## src/rtl/vx_commit_tracker_pkg.sv

```systemverilog
// Shared constants for the commit tracker: machine geometry, default
// in-flight counter width, fence FSM encodings and the warp-to-slot mapping.
package vx_commit_tracker_pkg;

  localparam int ISSUE_WIDTH   = 4;
  localparam int NUM_WARPS     = 8;
  localparam int NW_WIDTH      = $clog2(NUM_WARPS);
  localparam int PENDING_CTR_W = 4;

  typedef logic [1:0] fence_state_t;

  localparam fence_state_t FENCE_IDLE = 2'd0;
  localparam fence_state_t FENCE_WAIT = 2'd1;
  localparam fence_state_t FENCE_DONE = 2'd2;

  // Warps are statically bound to issue slots, so a warp can only ever
  // appear on the slot selected here.
  function automatic int unsigned slot_of(input int unsigned wid);
    return wid % ISSUE_WIDTH;
  endfunction

endpackage

```

## src/rtl/vx_commit_tracker_if.sv

```systemverilog
// Issue / commit / fence bundle between the scheduler side (master) and
// the commit tracker (slave).
interface vx_commit_tracker_if;
  import vx_commit_tracker_pkg::*;

  logic [ISSUE_WIDTH-1:0]               issue_valid;
  logic [ISSUE_WIDTH-1:0][NW_WIDTH-1:0] issue_wid;
  logic [ISSUE_WIDTH-1:0]               issue_ready;

  logic [ISSUE_WIDTH-1:0]               committed;
  logic [ISSUE_WIDTH-1:0][NW_WIDTH-1:0] committed_wid;

  logic                                 fence_valid;
  logic [NW_WIDTH-1:0]                  fence_wid;
  logic                                 fence_ready;
  logic                                 fence_done;

  logic [NUM_WARPS-1:0]                 pending;
  logic                                 idle;

  modport master (
    output issue_valid, issue_wid, committed, committed_wid, fence_valid, fence_wid,
    input  issue_ready, fence_ready, fence_done, pending, idle
  );

  modport slave (
    input  issue_valid, issue_wid, committed, committed_wid, fence_valid, fence_wid,
    output issue_ready, fence_ready, fence_done, pending, idle
  );

endinterface

```

## src/rtl/vx_commit_tracker_pending_counter.sv

```systemverilog
// Per-warp in-flight instruction counter: saturating up/down, never wraps.
// Simultaneous increment and decrement cancel out.
module vx_commit_tracker_pending_counter #(
  parameter int CTR_W   = 4,
  parameter int CORE_ID = 0,
  parameter int WARP_ID = 0
) (
  input  logic clk,
  input  logic reset,
  input  logic inc,
  input  logic dec,
  output logic full,
  output logic zero
);

  localparam logic [CTR_W-1:0] CTR_MAX = '1;

  logic [CTR_W-1:0] count;

  // Count up on issue, down on commit, clamped at both ends.
  always_ff @(posedge clk) begin
    if (reset) begin
      count <= '0;
    end else if (inc && !dec && (count != CTR_MAX)) begin
      count <= count + CTR_W'(1);
    end else if (dec && !inc && (count != '0)) begin
      count <= count - CTR_W'(1);
    end
  end

  assign full = (count == CTR_MAX);
  assign zero = (count == '0);

`ifndef SYNTHESIS
  // Flag a commit arriving for a warp that has nothing in flight.
  always_ff @(posedge clk) begin
    if (!reset) begin
      assert (!(dec && !inc && zero))
        else $warning("core%0d warp%0d: commit with no instruction in flight", CORE_ID, WARP_ID);
    end
  end
`endif

endmodule

```

## src/rtl/vx_commit_tracker.sv

```systemverilog
// Tracks in-flight instructions per warp, back-pressures issue when a
// warp's counter is full, and runs a per-warp drain fence.
module vx_commit_tracker
  import vx_commit_tracker_pkg::*;
#(
  parameter int CORE_ID = 0,
  parameter int CTR_W   = PENDING_CTR_W
) (
  input  logic                 clk,
  input  logic                 reset,
  vx_commit_tracker_if.slave   bus
);

  logic [ISSUE_WIDTH-1:0] issue_ready_int;
  logic [ISSUE_WIDTH-1:0] issue_fire;
  logic [NUM_WARPS-1:0]   warp_inc;
  logic [NUM_WARPS-1:0]   warp_dec;
  logic [NUM_WARPS-1:0]   warp_full;
  logic [NUM_WARPS-1:0]   warp_zero;

  fence_state_t        state;
  fence_state_t        state_n;
  logic [NW_WIDTH-1:0] fence_wid_q;

  // A slot may issue unless its warp is full and no commit frees an entry
  // in the same cycle; a fire only counts outside reset.
  always_comb begin
    issue_ready_int = '0;
    issue_fire      = '0;
    for (int i = 0; i < ISSUE_WIDTH; i++) begin
      issue_ready_int[i] = reset
                        || !warp_full[bus.issue_wid[i]]
                        || (bus.committed[i] && (bus.committed_wid[i] == bus.issue_wid[i]));
      issue_fire[i]      = bus.issue_valid[i] && issue_ready_int[i] && !reset;
    end
  end

  assign bus.issue_ready = issue_ready_int;

  for (genvar w = 0; w < NUM_WARPS; w++) begin : g_warp
    localparam int SLOT = slot_of(w);

    assign warp_inc[w] = issue_fire[SLOT] && (bus.issue_wid[SLOT] == NW_WIDTH'(w));
    assign warp_dec[w] = bus.committed[SLOT] && !reset
                      && (bus.committed_wid[SLOT] == NW_WIDTH'(w));

    vx_commit_tracker_pending_counter #(
      .CTR_W   (CTR_W),
      .CORE_ID (CORE_ID),
      .WARP_ID (w)
    ) u_counter (
      .clk   (clk),
      .reset (reset),
      .inc   (warp_inc[w]),
      .dec   (warp_dec[w]),
      .full  (warp_full[w]),
      .zero  (warp_zero[w])
    );
  end

  assign bus.pending = ~warp_zero;
  assign bus.idle    = &warp_zero;

  // Fence sequencing: accept, wait for the warp to drain with no new issue
  // racing in, then pulse done for a single cycle.
  always_comb begin
    state_n = state;
    case (state)
      FENCE_IDLE: if (bus.fence_valid) state_n = FENCE_WAIT;
      FENCE_WAIT: if (warp_zero[fence_wid_q] && !warp_inc[fence_wid_q]) state_n = FENCE_DONE;
      FENCE_DONE: state_n = FENCE_IDLE;
      default:    state_n = FENCE_IDLE;
    endcase
  end

  // Fence state register and captured warp id.
  always_ff @(posedge clk) begin
    if (reset) begin
      state       <= FENCE_IDLE;
      fence_wid_q <= '0;
    end else begin
      state <= state_n;
      if ((state == FENCE_IDLE) && bus.fence_valid) begin
        fence_wid_q <= bus.fence_wid;
      end
    end
  end

  assign bus.fence_ready = (state == FENCE_IDLE);
  assign bus.fence_done  = (state == FENCE_DONE);

`ifdef DBG_TRACE_CORE_PIPELINE
  // Trace fence acceptance and completion.
  always_ff @(posedge clk) begin
    if (!reset && (state == FENCE_IDLE) && bus.fence_valid) begin
      $display("%t: core%0d-fence-accept: wid=%0d", $time, CORE_ID, bus.fence_wid);
    end
    if (!reset && (state == FENCE_DONE)) begin
      $display("%t: core%0d-fence-done: wid=%0d", $time, CORE_ID, fence_wid_q);
    end
  end
`endif

endmodule

```

## src/flat_wrapper.sv

```systemverilog
// flat-port wrapper written by rule: the top's interface ports become plain ports
module vx_commit_tracker_flat import vx_commit_tracker_pkg::*;
#(
  parameter int CORE_ID = 0,
  parameter int CTR_W   = PENDING_CTR_W
)
  (clk, reset, bus_issue_valid, bus_issue_wid, bus_committed, bus_committed_wid, bus_fence_valid, bus_fence_wid, bus_issue_ready, bus_fence_ready, bus_fence_done, bus_pending, bus_idle);
  vx_commit_tracker_if bus_i ();
  input  logic clk;
  input  logic reset;
  input wire logic [$bits(bus_i.issue_valid)-1:0] bus_issue_valid;
  input wire logic [$bits(bus_i.issue_wid)-1:0] bus_issue_wid;
  input wire logic [$bits(bus_i.committed)-1:0] bus_committed;
  input wire logic [$bits(bus_i.committed_wid)-1:0] bus_committed_wid;
  input wire logic [$bits(bus_i.fence_valid)-1:0] bus_fence_valid;
  input wire logic [$bits(bus_i.fence_wid)-1:0] bus_fence_wid;
  output wire logic [$bits(bus_i.issue_ready)-1:0] bus_issue_ready;
  output wire logic [$bits(bus_i.fence_ready)-1:0] bus_fence_ready;
  output wire logic [$bits(bus_i.fence_done)-1:0] bus_fence_done;
  output wire logic [$bits(bus_i.pending)-1:0] bus_pending;
  output wire logic [$bits(bus_i.idle)-1:0] bus_idle;
  assign bus_i.issue_valid = bus_issue_valid;
  assign bus_i.issue_wid = bus_issue_wid;
  assign bus_i.committed = bus_committed;
  assign bus_i.committed_wid = bus_committed_wid;
  assign bus_i.fence_valid = bus_fence_valid;
  assign bus_i.fence_wid = bus_fence_wid;
  assign bus_issue_ready = bus_i.issue_ready;
  assign bus_fence_ready = bus_i.fence_ready;
  assign bus_fence_done = bus_i.fence_done;
  assign bus_pending = bus_i.pending;
  assign bus_idle = bus_i.idle;
  vx_commit_tracker #(.CORE_ID(CORE_ID), .CTR_W(CTR_W)) u_core (.clk(clk), .reset(reset), .bus(bus_i));
endmodule
```

## config.mk

```make
export PLATFORM = sky130hd
export DESIGN_NAME = vx_commit_tracker_flat
export DESIGN_NICKNAME = d
export VERILOG_FILES = /design/src/rtl/vx_commit_tracker_pkg.sv /design/src/rtl/vx_commit_tracker_if.sv /design/src/rtl/vx_commit_tracker_pending_counter.sv /design/src/rtl/vx_commit_tracker.sv /design/src/flat_wrapper.sv
export SDC_FILE = /design/constraint.sdc
export NUM_CORES = 1
export LEC_CHECK = 0
export BUFFER_PORTS_ARGS = -buffer_cell sky130_fd_sc_hd__buf_2
export CAP_MARGIN = 20
export CORE_ASPECT_RATIO = 0.75
export CORE_MARGIN = 4
export CORE_UTILIZATION = 35
export DETAILED_ROUTE_END_ITERATION = 10
export PLACE_DENSITY = 0.51
export SLEW_MARGIN = 20
export SYNTH_ARGS = -nofsm -noshare
export SYNTH_HDL_FRONTEND = slang
export SYNTH_SLANG_ARGS = --single-unit
export TNS_END_PERCENT = 30
```

## constraint.sdc

```tcl
create_clock -name clk -period 5.6 [get_ports clk]
set_input_delay 1.12 -clock clk [delete_from_list [all_inputs] [get_ports clk]]
set_output_delay 1.12 -clock clk [all_outputs]
set_load 0.02 [all_outputs]
```

; Yosys cells after proc, flatten, opt, wreduce, memory -nomap -nowiden
; Index checks and enable logic that the tools add are counted.
[word_totals]
output_inout_bits = 15
reg_bits = 37
input_bits = 38
wordCells = 226
[classes]
eq_ne = 38
addsub = 16
bitwise = 1
order_cmp = 5
n_mux = 31
n_reduce_logical = 125
[ops]
columns = op, n
row1 = $logic_and 1x1->1, 66
row2 = $mux 4, 16
row3 = $add 4x1->4 const B, 8
row4 = $eq 4x4->1 const B, 8
row5 = $logic_not 4->1, 8
row6 = $ne 4x4->1 const B, 8
row7 = $reduce_bool 4->1, 8
row8 = $sub 4x1->4 const B, 8
row9 = $eq 3x3->1 const B, 8
row10 = $logic_not 1->1, 22
row11 = $lt 3x4->1 const B, 5
row12 = $bmux 1 s3, 6
row13 = $reduce_bool 2->1, 8
row14 = $eq 3x2->1 const B, 4
row15 = $eq 3x3->1, 4
row16 = $logic_or 1x1->1, 8
row17 = $not 8->8, 1
row18 = $reduce_and 8->1, 1
row19 = $eq 3x1->1 const B, 2
row20 = $logic_not 3->1, 2
row21 = $mux 1, 6
row22 = $mux 2, 2
row23 = $pmux 2 s2, 1
row24 = $eq 2x1->1 const B, 1
row25 = 5 further kinds, 5

; Longest topological paths before layout
; Gate-level depths: netlist of run 1.
[depth]
ltp_word = 15
ltp_mapped = 12
ltp_nobuf = 11

; Modules after synthesis
; From an unflattened synthesis of run 1, not the netlist that was laid out.
[hier_totals]
hier_cells = 380
hier_area_um2 = 3395.8
[modules_own_cells]
columns = mod, cells_each, area_each_um2, instances, seq_area_each_um2
row1 = vx_commit_tracker_pending_counter, 28, 287.8, 8, 80.1
row2 = vx_commit_tracker, 156, 1093.5, 1, 100.1

; Least setup slack after synthesis of run 1
; Ideal clock, no wire load.
[synth_path]
path_type = input -> register
start = input port bus_issue_wid[1]
end = register u_core.g_warp[4].u_counter.count[3]
t_arrival_ns = 3.492
required_time_ns = 5.528
slack_ns = 2.037
path_stages = 10
path_buffers = 1
setup_time_ns = 0.072
path_cell_list = buf_2 nor4b_1 and2_1 o2111ai_1 ha_1 a21o_1 a21oi_1 or4b_2 o21ai_0 mux2i_1
[synth_via]
elab_chain_len = 12
elab_cells_between_ends = 18
classes_between = 2 x eq/ne / 3 x mux / 13 x reduce/logical
[synth_lines]
columns = element, line_no
row1 = "start, declared", flat_wrapper.sv:12  ; input wire logic [$bits(bus_i.issue_wid)-1:0] bus_issue_wid;
row2 = $bmux 1 s3, vx_commit_tracker.sv:32  ; || !warp_full[bus.issue_wid[i]]
row3 = $mux 1 (implied by the code), vx_commit_tracker.sv:32
row4 = $logic_not 1->1, vx_commit_tracker.sv:32
row5 = $logic_or 1x1->1, vx_commit_tracker.sv:32
row6 = $logic_or 1x1->1, vx_commit_tracker.sv:33  ; || (bus.committed[i] && (bus.committed_wid[i] == bus.issue_wid[i]));
row7 = $logic_and 1x1->1 (2 in series), vx_commit_tracker.sv:34  ; issue_fire[i] = bus.issue_valid[i] && issue_ready_int[i] && !reset;
row8 = $logic_and 1x1->1 *, vx_commit_tracker.sv:43  ; assign warp_inc[w] = issue_fire[SLOT] && (bus.issue_wid[SLOT] == NW_WIDTH'(w));
row9 = $logic_not 1->1, vx_commit_tracker_pending_counter.sv:26  ; end else if (dec && !inc && (count != '0)) begin
row10 = $logic_and 1x1->1 (2 in series), vx_commit_tracker_pending_counter.sv:26
row11 = $reduce_bool 2->1 (no line), -
row12 = "end signal, assigned", vx_commit_tracker_pending_counter.sv:25  ; count <= count + CTR_W'(1);
row13 = "end signal, assigned", vx_commit_tracker_pending_counter.sv:27  ; count <= count - CTR_W'(1);
row14 = "end, declared", vx_commit_tracker_pending_counter.sv:18  ; logic [CTR_W-1:0] count;
; Mark *: on every way between the ends. The rest lies on a longest branch, timed or not. The select of a mux whose other input is x is not followed.
; A chain may end at the register's enable or synchronous reset.

; Final worst setup path of run 1
[layout_path]
start = input port reset
end = register u_core.g_warp[4].u_counter.count[3]
[layout_via]
elab_chain_len = 9
elab_cells_between_ends = 16
classes_between = 1 x mux / 15 x reduce/logical
[layout_lines]
columns = element, line_no
row1 = "start, declared", flat_wrapper.sv:10  ; input logic reset;
row2 = $logic_or 1x1->1, vx_commit_tracker.sv:32
row3 = $logic_or 1x1->1, vx_commit_tracker.sv:33
row4 = $logic_and 1x1->1 (2 in series), vx_commit_tracker.sv:34
row5 = $logic_and 1x1->1, vx_commit_tracker.sv:43
row6 = $logic_not 1->1, vx_commit_tracker_pending_counter.sv:26
row7 = $logic_and 1x1->1 (2 in series), vx_commit_tracker_pending_counter.sv:26
row8 = $reduce_bool 2->1 (no line), -
; Parallel ways exist; a longest one is shown, timed or not.

==> flow_summary.json, run 1 <==
{
  "crit_path_max_fanout": 22,
  "crit_path_top_delay_cell": "or4b_2",
  "cellPowerDensity_mw_per_mm2": 209.6,
  "clk_pin_slew_ns": 0.06,
  "dieArea_mm2": 0.01006,
  "syn-cell-area_mm2": 0.002977,
  "synth-seq-area-share_pct": 24.88,
  "synth_edf_count": 0,
  "fin_util_pct": 43.35,
  "syn_to_final_growth_pct": 17.86,
  "final_cells": 493,
  "path_depth": 10,
  "place_hpwl_um": 6109,
  "hold_violations": 0,
  "p_switching_mw": 0.2084,
  "p_seq_share_pct": 38.7,
  "power.share.switching_pct": 28.33,
  "hp-class": "flip-flop to flip-flop",
  "avgViaCountPerCell": 5.462,
  "critPathRequiredTime_ns": 5.81,
  "cts_max_path_buffers": 2,
  "synthArstFlopShare_pct": 0,
  "num_rows": 28,
  "pre_cts_ws_ns": 1.702,
  "fin_skew_ns": 0.008060,
  "io_buffers": 52,
  "crit_buf_inv": 1,
  "max_cap_violations": 0,
  "setup_slack_ns": 1.966,
  "holdCritStartpoint": "u_core.state[0]$_SDFFE_PP0P_",
  "ys_ff_latch": 37,
  "status": "finished, final reports clean",
  "ir_drop_uv": 117.0,
  "setup_viol": 0,
  "whs_ns": 0.4950,
  "ant_nets": 0,
  "synthDistinctLibCells": 52,
  "power_leakage_nw": 1.501,
  "arrival_ns": 3.85,
  "final.min_clock_period_ns": 3.634,
  "reg2reg_from": "u_core.g_warp[4].u_counter.count[0]$_SDFFE_PP0P_",
  "postCtsHoldBufs": 0,
  "routed_wl_um": 7720,
  "cts_resized": 0,
  "synth_area_per_cell_um2": 8.859,
  "share_comb_of_total_power_pct": 20.1,
  "grt_pass1_wl_um": 12770,
  "drive_above_1_share_pct": 19.59,
  "rsz0062_at_grt": "no",
  "fin_setup_tns_ns": 0,
  "ys.flop_type": "dfxtp_1",
  "drt_iter0_markers": 142,
  "internal-power_mw": 0.5271,
  "start_util_pct": 36.78,
  "end_kind": "flip-flop",
  "insertedDiodeCount": 0,
  "grt_max_degree": 29,
  "crit_path_max_incr_delay_ns": 0.59,
  "slew_violations": 0,
  "path_cells": "buf_2, nor4b_1, and2_1, o2111ai_1, ha_1, a21o_1, a21oi_1, or4b_2, o21ai_0, mux2i_1",
  "fmax_mhz": 275.2,
  "ys_warn_count": 0,
  "core_mm2": 0.008093,
  "crit_family": "simple AND/OR/NAND/NOR gates",
  "firstDrtPassIters": 4,
  "placed_area_mm2": 0.003351,
  "finalPower_mw": 0.7355,
  "critPathLaunch": "reset",
  "final_nets": 449,
  "grt_pass1_vias": 2578,
  "slew_headroom_pct": 44.23,
  "placedCellCount": 485,
  "critPathKind": "input port to flip-flop",
  "period_share_pct": 64.89,
  "drc": 0,
  "synth_fp_nets": 398,
  "place.gp.congestion": 0.8573,
  "reg2reg_depth": 10,
  "io_pins": 53,
  "cts_sinks": 37,
  "cts_tree": "built",
  "fp.dieH_um": 87.87,
  "routedWlPerCell_um": 15.66,
  "reg2reg_slack_ns": 2.38,
  "die_w_um": 114.5,
  "cts.htree.levels": 2,
  "dr_total_vias": 2693,
  "antenna_found_initial": 0,
  "cts_setup_buffers": 0,
  "worst_pin_slew_ns": 0.8289,
  "postSynthCellCount": 336,
  "track_usage_pct": 15.85,
  "clkPwrFrac_pct": 41.2,
  "grt_overflow_total": 0,
  "final_area_mm2": 0.003508,
  "start_kind": "input port",
  "insertion_delay_ns": 0.28,
  "root_buffer": "clkbuf_16",
  "cts_made_buffers": 5,
  "hold_depth": 1
}
## final timing paths
check / endpoint
worst max-delay path: u_core.g_warp[4].u_counter.count[3]$_SDFFE_PP0P_
worst min register to register: u_core.state[0]$_SDFFE_PP0P_
worst min-delay path: u_core.state[0]$_SDFFE_PP0P_
worst max register to register: u_core.g_warp[4].u_counter.count[3]$_SDFFE_PP0P_
## cells by family after synthesis
group / after synthesis / synth area share, %
and+or+nand+nor: 127 / 23.45
AOI/OAI and AO/OA: 62 / 14.08
DFF: 37 / 24.88
adders and majority gates: 24 / 12.11
xor gates and xnor gates: 35 / 10.30
buffers and inverters: 22 / 2.859
muxes: 29 / 12.32
## power groups by stage
stage | clock network [mW] | registers [mW] | logic, mW
detailed placement | 0 | 0.291 | 0.148
global route | 0.324 | 0.287 | 0.164
global placement | 0 | 0.291 | 0.146
floorplan | 0 | 0.286 | 0.100
CTS | 0.311 | 0.285 | 0.148
finish | 0.303 | 0.285 | 0.148
## cell usage in the layout (no fill, tap or decap), types with 3 or more instances in the layout
cell / Yosys / final
nor2_1: 40 / 40
a211oi_1: 6 / 6
buf_2: 2 / 52
nor2b_1: 5 / 5
xor2_1: 7 / 7
nor4_1: 8 / 8
nand3_1: 6 / 6
and4_1: 4 / 4
nand2b_1: 7 / 7
buf_4: 0 / 4
xnor2_1: 28 / 28
nand4_1: 15 / 15
a31oi_1: 3 / 3
nand2_1: 15 / 15
nand3b_1: 3 / 3
o211ai_1: 3 / 3
nor4bb_1: 3 / 3
dfxtp_1: 37 / 37
a21o_1: 8 / 8
inv_1: 10 / 10
a21oi_1: 17 / 17
clkbuf_16: 0 / 5
and2_1: 3 / 3
ha_1: 16 / 16
mux4_2: 6 / 6
o21ai_0: 9 / 9
fa_1: 8 / 8
mux2i_1: 22 / 22
## Yosys cell counts (all sizes together), types with 3 or more instances
cell / n / area, um2
and2: 3 / 18.77
o21ai: 9 / 45.04
ha: 16 / 200.2
nor4: 8 / 50.05
mux2i: 22 / 220.2
nand2b: 7 / 43.79
nor2b: 5 / 31.28
a21oi: 17 / 85.08
nand4: 15 / 93.84
a31oi: 3 / 18.77
nand3b: 3 / 22.52
a211oi: 6 / 45.04
fa: 8 / 160.2
nand3: 6 / 30.03
a21o: 8 / 60.06
and4: 4 / 35.03
nor4bb: 3 / 30.03
inv: 10 / 37.54
nand2: 15 / 56.30
xnor2: 28 / 245.2
clkbuf: 10 / 37.54
o211ai: 3 / 22.52
mux4: 6 / 135.1
dfxtp: 37 / 740.7
nor2: 40 / 150.1
xor2: 7 / 61.31
o31ai: 3 / 27.52
## sequential cells by signal, summed over array words and instances (netlist names)
signal,count
u_core.fence_wid_q,3
u_core.g_warp.u_counter.count,32
u_core.state,2
## final cells by class
type | count | area [um2]
clock buffer | 7 | 152.6
inverter | 10 | 37.54
fill | 823 | 4584
multi-input combinational | 277 | 2151
tap | 105 | 131.4
sequential | 37 | 740.7
clock inverter | 1 | 5.005
timing repair buffer | 56 | 290.3
## per-layer routing
metal  track usage (%)  vias up  share of wire, %
li1                  -     1341                 -
met1             23.68     1273                51
met2             23.45       74                42
met3             3.867        5               6.4
met4             2.481        0              0.51
met5                 0        -                 0
## worst reg2reg max path, stage by stage, from the launching register on
cell and delay (ns):
dfxtp_1 0.47, nand4_1 0.25, a31oi_1 0.28, nand2_1 0.13, o2111ai_1 0.45, ha_1 0.33
a21o_1 0.18, a21oi_1 0.16, or4b_2 0.59, o21ai_0 0.13, mux2i_1 0.20
Power figures use the tool's default switching activity.
==> run 2: changes to the inputs <==
==> constraint.sdc (replaced) <==
create_clock -name clk -period 3.5 [get_ports clk]
set_input_delay 0.7 -clock clk [delete_from_list [all_inputs] [get_ports clk]]
set_output_delay 0.7 -clock clk [all_outputs]
set_load 0.02 [all_outputs]
==> flow_summary.json, run 2 (synthesis results as in run 1) <==
{
  "crit_path_top_delay_cell": "or4b_2",
  "reg2reg_from": "u_core.g_warp[6].u_counter.count[0]$_SDFFE_PP0P_",
  "io_pins": 53,
  "routedWlPerCell_um": 15.85,
  "num_rows": 28,
  "hold_depth": 1,
  "start_util_pct": 36.78,
  "final_area_mm2": 0.003616,
  "final_common_cell": "buf_2",
  "period_share_pct": 88.30,
  "cts_made_buffers": 5,
  "arrival_ns": 3.30,
  "pre_cts_ws_ns": 0.1662,
  "cts_tree": "built",
  "holdCritStartpoint": "u_core.state[0]$_SDFFE_PP0P_",
  "largest_reg_flops": 32,
  "final_nets": 459,
  "antenna_found_initial": 0,
  "place_hpwl_um": 6406,
  "setup_viol": 0,
  "final.min_clock_period_ns": 3.091,
  "grt_max_degree": 14,
  "cts_resized": 0,
  "regMostFlops": "u_core.g_warp.u_counter.count",
  "cts_setup_buffers": 0,
  "cts_sinks": 37,
  "routed_wl_um": 7975,
  "postCtsHoldBufs": 0,
  "placed_area_mm2": 0.003426,
  "max_cap_violations": 0,
  "root_buffer": "clkbuf_16",
  "hold_path_end": "u_core.state[0]$_SDFFE_PP0P_",
  "reg.largest.list": "u_core.g_warp.u_counter.count: 32 flops, u_core.fence_wid_q: 3 flops, u_core.state: 2 flops",
  "critPathKind": "input port to flip-flop",
  "syn_to_final_growth_pct": 21.48,
  "die_w_um": 114.5,
  "grt_pass1_wl_um": 13090,
  "fillCellCount": 796,
  "slew_headroom_pct": 48.29,
  "ant_nets": 0,
  "fp.dieH_um": 87.87,
  "firstDrtPassIters": 4,
  "cts_max_path_buffers": 2,
  "power_leakage_nw": 1.560,
  "placedCellCount": 495,
  "critPathRequiredTime_ns": 3.71,
  "end_kind": "flip-flop",
  "drive_above_1_share_pct": 21.61,
  "hp-class": "flip-flop to flip-flop",
  "clk_pin_slew_ns": 0.06,
  "io_buffers": 52,
  "cellPowerDensity_mw_per_mm2": 357.0,
  "slew_violations": 0,
  "fin_skew_ns": 0.004487,
  "core_mm2": 0.008093,
  "drt_iter0_markers": 157,
  "fmax_mhz": 323.6,
  "crit_path_max_fanout": 13,
  "track_usage_pct": 16.49,
  "dr_total_vias": 2721,
  "fin_util_pct": 44.68,
  "crit_path_max_incr_delay_ns": 0.60,
  "ir_drop_uv": 280.0,
  "layout_common_cells": "buf_2, nor2_1, dfxtp_1",
  "setup_slack_ns": 0.4093,
  "fin_setup_tns_ns": 0,
  "finalPower_mw": 1.291,
  "hold_violations": 0,
  "cts.htree.levels": 2,
  "whs_ns": 0.4994,
  "drc": 0,
  "grt_pass1_vias": 2540,
  "final_cells": 503,
  "reg2reg_slack_ns": 0.44,
  "rr_endpoint": "u_core.g_warp[4].u_counter.count[3]$_SDFFE_PP0P_",
  "path_cells": "buf_2, nor4b_1, and2_1, o2111ai_1, ha_1, a21o_1, a21oi_1, or4b_2, o21ai_0, mux2i_1",
  "rsz0062_at_grt": "no",
  "start_kind": "input port",
  "place.gp.congestion": 0.8926,
  "status": "finished, final reports clean",
  "reg2reg_depth": 10,
  "insertedDiodeCount": 0,
  "worst_pin_slew_ns": 0.7685,
  "insertion_delay_ns": 0.28,
  "dieArea_mm2": 0.01006,
  "grt_overflow_total": 0,
  "avgViaCountPerCell": 5.410
}
run 2: cell count changes in the layout (fill, tap and decap cells not counted), sizes merged:
cell    delta
bufinv     +2
clkbuf     -2
buf       +10
run 2: critical path: cells and delay by family:
family / cells / cell delay, ns
mux: 1 / 0.21
fa+ha+maj: 1 / 0.33
compound gates: 4 / 0.67
simple gates: 3 / 1.16
buf+inv: 1 / 0.21
run 2: where the power goes:
| part | leakage [nW] | internal, mW | switching, mW |
|---|---|---|---|
| combinational | 1.17 | 0.111 | 0.133 |
| clock | 0.0938 | 0.407 | 0.184 |
| sequential | 0.300 | 0.435 | 0.0203 |
run 2: layout make-up:
type | count | area [um2] | share of cell area, %
clock inverters | 3 | 65.06 | 1.799
clock buffers | 5 | 125.1 | 3.460
inverters | 10 | 37.54 | 1.038
flip-flops and latches | 37 | 740.7 | 20.48
multi-input cells | 277 | 2151 | 59.48
well taps | 105 | 131.4 | 3.633
repair buffers | 66 | 365.4 | 10.10
run 2: how the worst max path moves through the flow:
| stage | from | end | slack, ns | depth (start not counted) |
|---|---|---|---|---|
| 6_report | reset | u_core.g_warp[4].u_counter.count[3]$_SDFFE_PP0P_ | 0.41 | 10 |
| 3_5_place_dp | reset | u_core.g_warp[4].u_counter.count[3]$_SDFFE_PP0P_ | 0.17 | 10 |
| 5_1_grt | u_core.g_warp[6].u_counter.count[1]$_SDFFE_PP0P_ | u_core.g_warp[4].u_counter.count[3]$_SDFFE_PP0P_ | 0.20 | 10 |
| 3_3_place_gp | reset | u_core.g_warp[4].u_counter.count[3]$_SDFFE_PP0P_ | 0.26 | 10 |
| 4_1_cts | u_core.g_warp[6].u_counter.count[0]$_SDFFE_PP0P_ | u_core.g_warp[4].u_counter.count[3]$_SDFFE_PP0P_ | 0.44 | 10 |
| 2_1_floorplan | bus_issue_wid[1] | u_core.g_warp[4].u_counter.count[3]$_SDFFE_PP0P_ | 0.36 | 10 |
run 2: layer usage:
| layer | track usage (%) | routed length [um] | up-vias |
|---|---|---|---|
| met5 | 0 | 0 | - |
| met1 | 24.82 | 3988 | 1260 |
| met4 | 3.560 | 76 | 0 |
| li1 | - | - | 1369 |
| met2 | 24.04 | 3238 | 84 |
| met3 | 3.591 | 671 | 8 |
==> run 3: changes to the inputs <==
--- a/config.mk
+++ b/config.mk
@@ -10,7 +10,9 @@
 export CORE_ASPECT_RATIO = 0.75
 export CORE_MARGIN = 4
 export CORE_UTILIZATION = 35
+export CTS_BUF_LIST = sky130_fd_sc_hd__clkbuf_4 sky130_fd_sc_hd__clkbuf_8
 export DETAILED_ROUTE_END_ITERATION = 10
+export GPL_TIMING_DRIVEN = 0
 export PLACE_DENSITY = 0.51
 export SLEW_MARGIN = 20
 export SYNTH_ARGS = -nofsm -noshare
==> constraint.sdc (replaced) <==
create_clock -name clk -period 3.9 [get_ports clk]
set_input_delay 0.78 -clock clk [delete_from_list [all_inputs] [get_ports clk]]
set_output_delay 0.78 -clock clk [all_outputs]
set_load 0.02 [all_outputs]
==> flow_summary.json, run 3 (synthesis results as in run 1) <==
{
  "ant_nets": 0,
  "start_kind": "input port",
  "worst_pin_slew_ns": 0.9374,
  "critPathRequiredTime_ns": 4.13,
  "clk_pin_slew_ns": 0.09,
  "cts_setup_buffers": 0,
  "firstDrtPassIters": 4,
  "avgViaCountPerCell": 5.410,
  "cts_max_path_buffers": 2,
  "power.share.switching_pct": 30.71,
  "share_comb_of_total_power_pct": 22.0,
  "io_pins": 53,
  "max_cap_violations": 0,
  "fin_skew_ns": 0.009178,
  "clkPwrFrac_pct": 36.3,
  "hold_depth": 1,
  "io_buffers": 48,
  "reg2reg_slack_ns": 0.63,
  "fin_setup_tns_ns": 0,
  "grt_pass1_wl_um": 13120,
  "arrival_ns": 3.61,
  "rr_endpoint": "u_core.g_warp[4].u_counter.count[3]$_SDFFE_PP0P_",
  "final_common_cell": "buf_2",
  "routed_wl_um": 7932,
  "fillCellCount": 821,
  "die_w_um": 114.5,
  "ir_drop_uv": 122.0,
  "final.min_clock_period_ns": 3.379,
  "place.gp.congestion": 0.8393,
  "slew_headroom_pct": 36.93,
  "cts_resized": 0,
  "cts_tree": "built",
  "drt_iter0_markers": 114,
  "drc": 0,
  "grt_overflow_total": 0,
  "cts_made_buffers": 5,
  "rsz0062_at_grt": "no",
  "postCtsHoldBufs": 0,
  "fp.dieH_um": 87.87,
  "period_share_pct": 86.64,
  "internal-power_mw": 0.6748,
  "critPathKind": "input port to flip-flop",
  "fmax_mhz": 295.9,
  "cts_sinks": 37,
  "regMostFlops": "u_core.g_warp.u_counter.count",
  "dr_total_vias": 2689,
  "holdCritStartpoint": "u_core.g_warp[2].u_counter.count[3]$_SDFFE_PP0P_",
  "drive_above_1_share_pct": 17.86,
  "status": "finished, final reports clean",
  "routedWlPerCell_um": 15.96,
  "final_area_mm2": 0.003463,
  "root_buffer": "clkbuf_8",
  "placed_area_mm2": 0.003348,
  "reg2reg_from": "u_core.g_warp[4].u_counter.count[0]$_SDFFE_PP0P_",
  "hold_violations": 0,
  "insertion_delay_ns": 0.30,
  "final_nets": 453,
  "setup_viol": 0,
  "track_usage_pct": 16.57,
  "slew_violations": 0,
  "start_util_pct": 36.78,
  "largest_reg_flops": 32,
  "layout_common_cells": "buf_2, nor2_1, dfxtp_1",
  "hp-class": "flip-flop to flip-flop",
  "core_mm2": 0.008093,
  "grt_max_degree": 14,
  "syn_to_final_growth_pct": 16.35,
  "hold_path_end": "u_core.g_warp[2].u_counter.count[3]$_SDFFE_PP0P_",
  "reg.largest.list": "u_core.g_warp.u_counter.count: 32 flops, u_core.fence_wid_q: 3 flops, u_core.state: 2 flops",
  "finalPower_mw": 0.9739,
  "p_seq_share_pct": 41.7,
  "antenna_found_initial": 0,
  "crit_path_max_fanout": 10,
  "end_kind": "flip-flop",
  "grt_pass1_vias": 2551,
  "cts.htree.levels": 2,
  "dieArea_mm2": 0.01006,
  "p_switching_mw": 0.2991,
  "cellPowerDensity_mw_per_mm2": 281.2,
  "num_rows": 28,
  "place_hpwl_um": 6358,
  "reg2reg_depth": 10,
  "insertedDiodeCount": 0,
  "power_leakage_nw": 1.462
}
-- run 3: cell count changes in the layout (fill, tap and decap cells not counted), sizes merged --
cell | previous run | this run
clkbuf | 5 | 15
clkinvlp | 0 | 1
bufinv | 2 | 1
buf | 66 | 50
-- run 3: worst max path at each step --
stage,to,slack [ns],cells after the start,from
final,u_core.g_warp[4].u_counter.count[3]$_SDFFE_PP0P_,0.52,11,reset
after global routing,u_core.g_warp[4].u_counter.count[3]$_SDFFE_PP0P_,0.32,11,reset
after CTS,u_core.g_warp[4].u_counter.count[3]$_SDFFE_PP0P_,0.55,11,reset
after detailed placement,u_core.g_warp[4].u_counter.count[3]$_SDFFE_PP0P_,0.24,11,reset
after global placement,u_core.g_warp[4].u_counter.count[3]$_SDFFE_PP0P_,0.30,11,reset
after floorplan,u_core.g_warp[4].u_counter.count[3]$_SDFFE_PP0P_,0.68,10,bus_issue_wid[1]
-- run 3: worst max-delay path, cell delays in order --
cell,delay [ns]
buf_2,0.13
clkbuf_1,0.25
a31oi_1,0.26
nand2_1,0.12
o2111ai_1,0.46
ha_1,0.33
a21o_1,0.17
a21oi_1,0.19
or4b_2,0.60
o21ai_0,0.12
mux2i_1,0.20
-- run 3: metrics by stage --
step | utilization (%) | worst slack [ns] | hold WS (ns) | instances
after CTS | 42.80 | 0.5487 | 0.5065 | 497
after global routing | 42.80 | 0.3210 | 0.5216 | 497
final | 42.80 | 0.5210 | 0.5054 | 497
after floorplan | - | 0.6766 | 0.4517 | 336
after detailed placement | 41.37 | 0.2423 | 0.4813 | 489
after global placement | 41.37 | 0.2968 | 0.4729 | 489
-- run 3: metal layers --
layer | track usage [%] | vias to the layer above | share of wire (%)
li1 | - | 1352 | -
met1 | 25.08 | 1254 | 52
met2 | 24.14 | 76 | 40
met3 | 3.315 | 7 | 6.5
met4 | 3.668 | 0 | 0.74
met5 | 0 | - | 0
-- run 3: cell type report --
type	count	area (um2)	area share (%)
inverters	10	37.54	1.084
well taps	105	131.4	3.793
clock inverters	3	46.29	1.337
plain buffers	12	47.55	1.373
clock buffers	5	68.82	1.987
multi-input cells	277	2151	62.10
flip-flops and latches	37	740.7	21.39
repair buffers	48	240.2	6.936
-- run 3: power groups by stage --
stage               Combinational, mW  Clock [mW]  Sequential, mW
detailed placement              0.215           0           0.415
finish                          0.214       0.353           0.406
floorplan                       0.144           0           0.411
global route                    0.239       0.384           0.410
CTS                             0.216       0.365           0.406
global placement                0.213           0           0.415
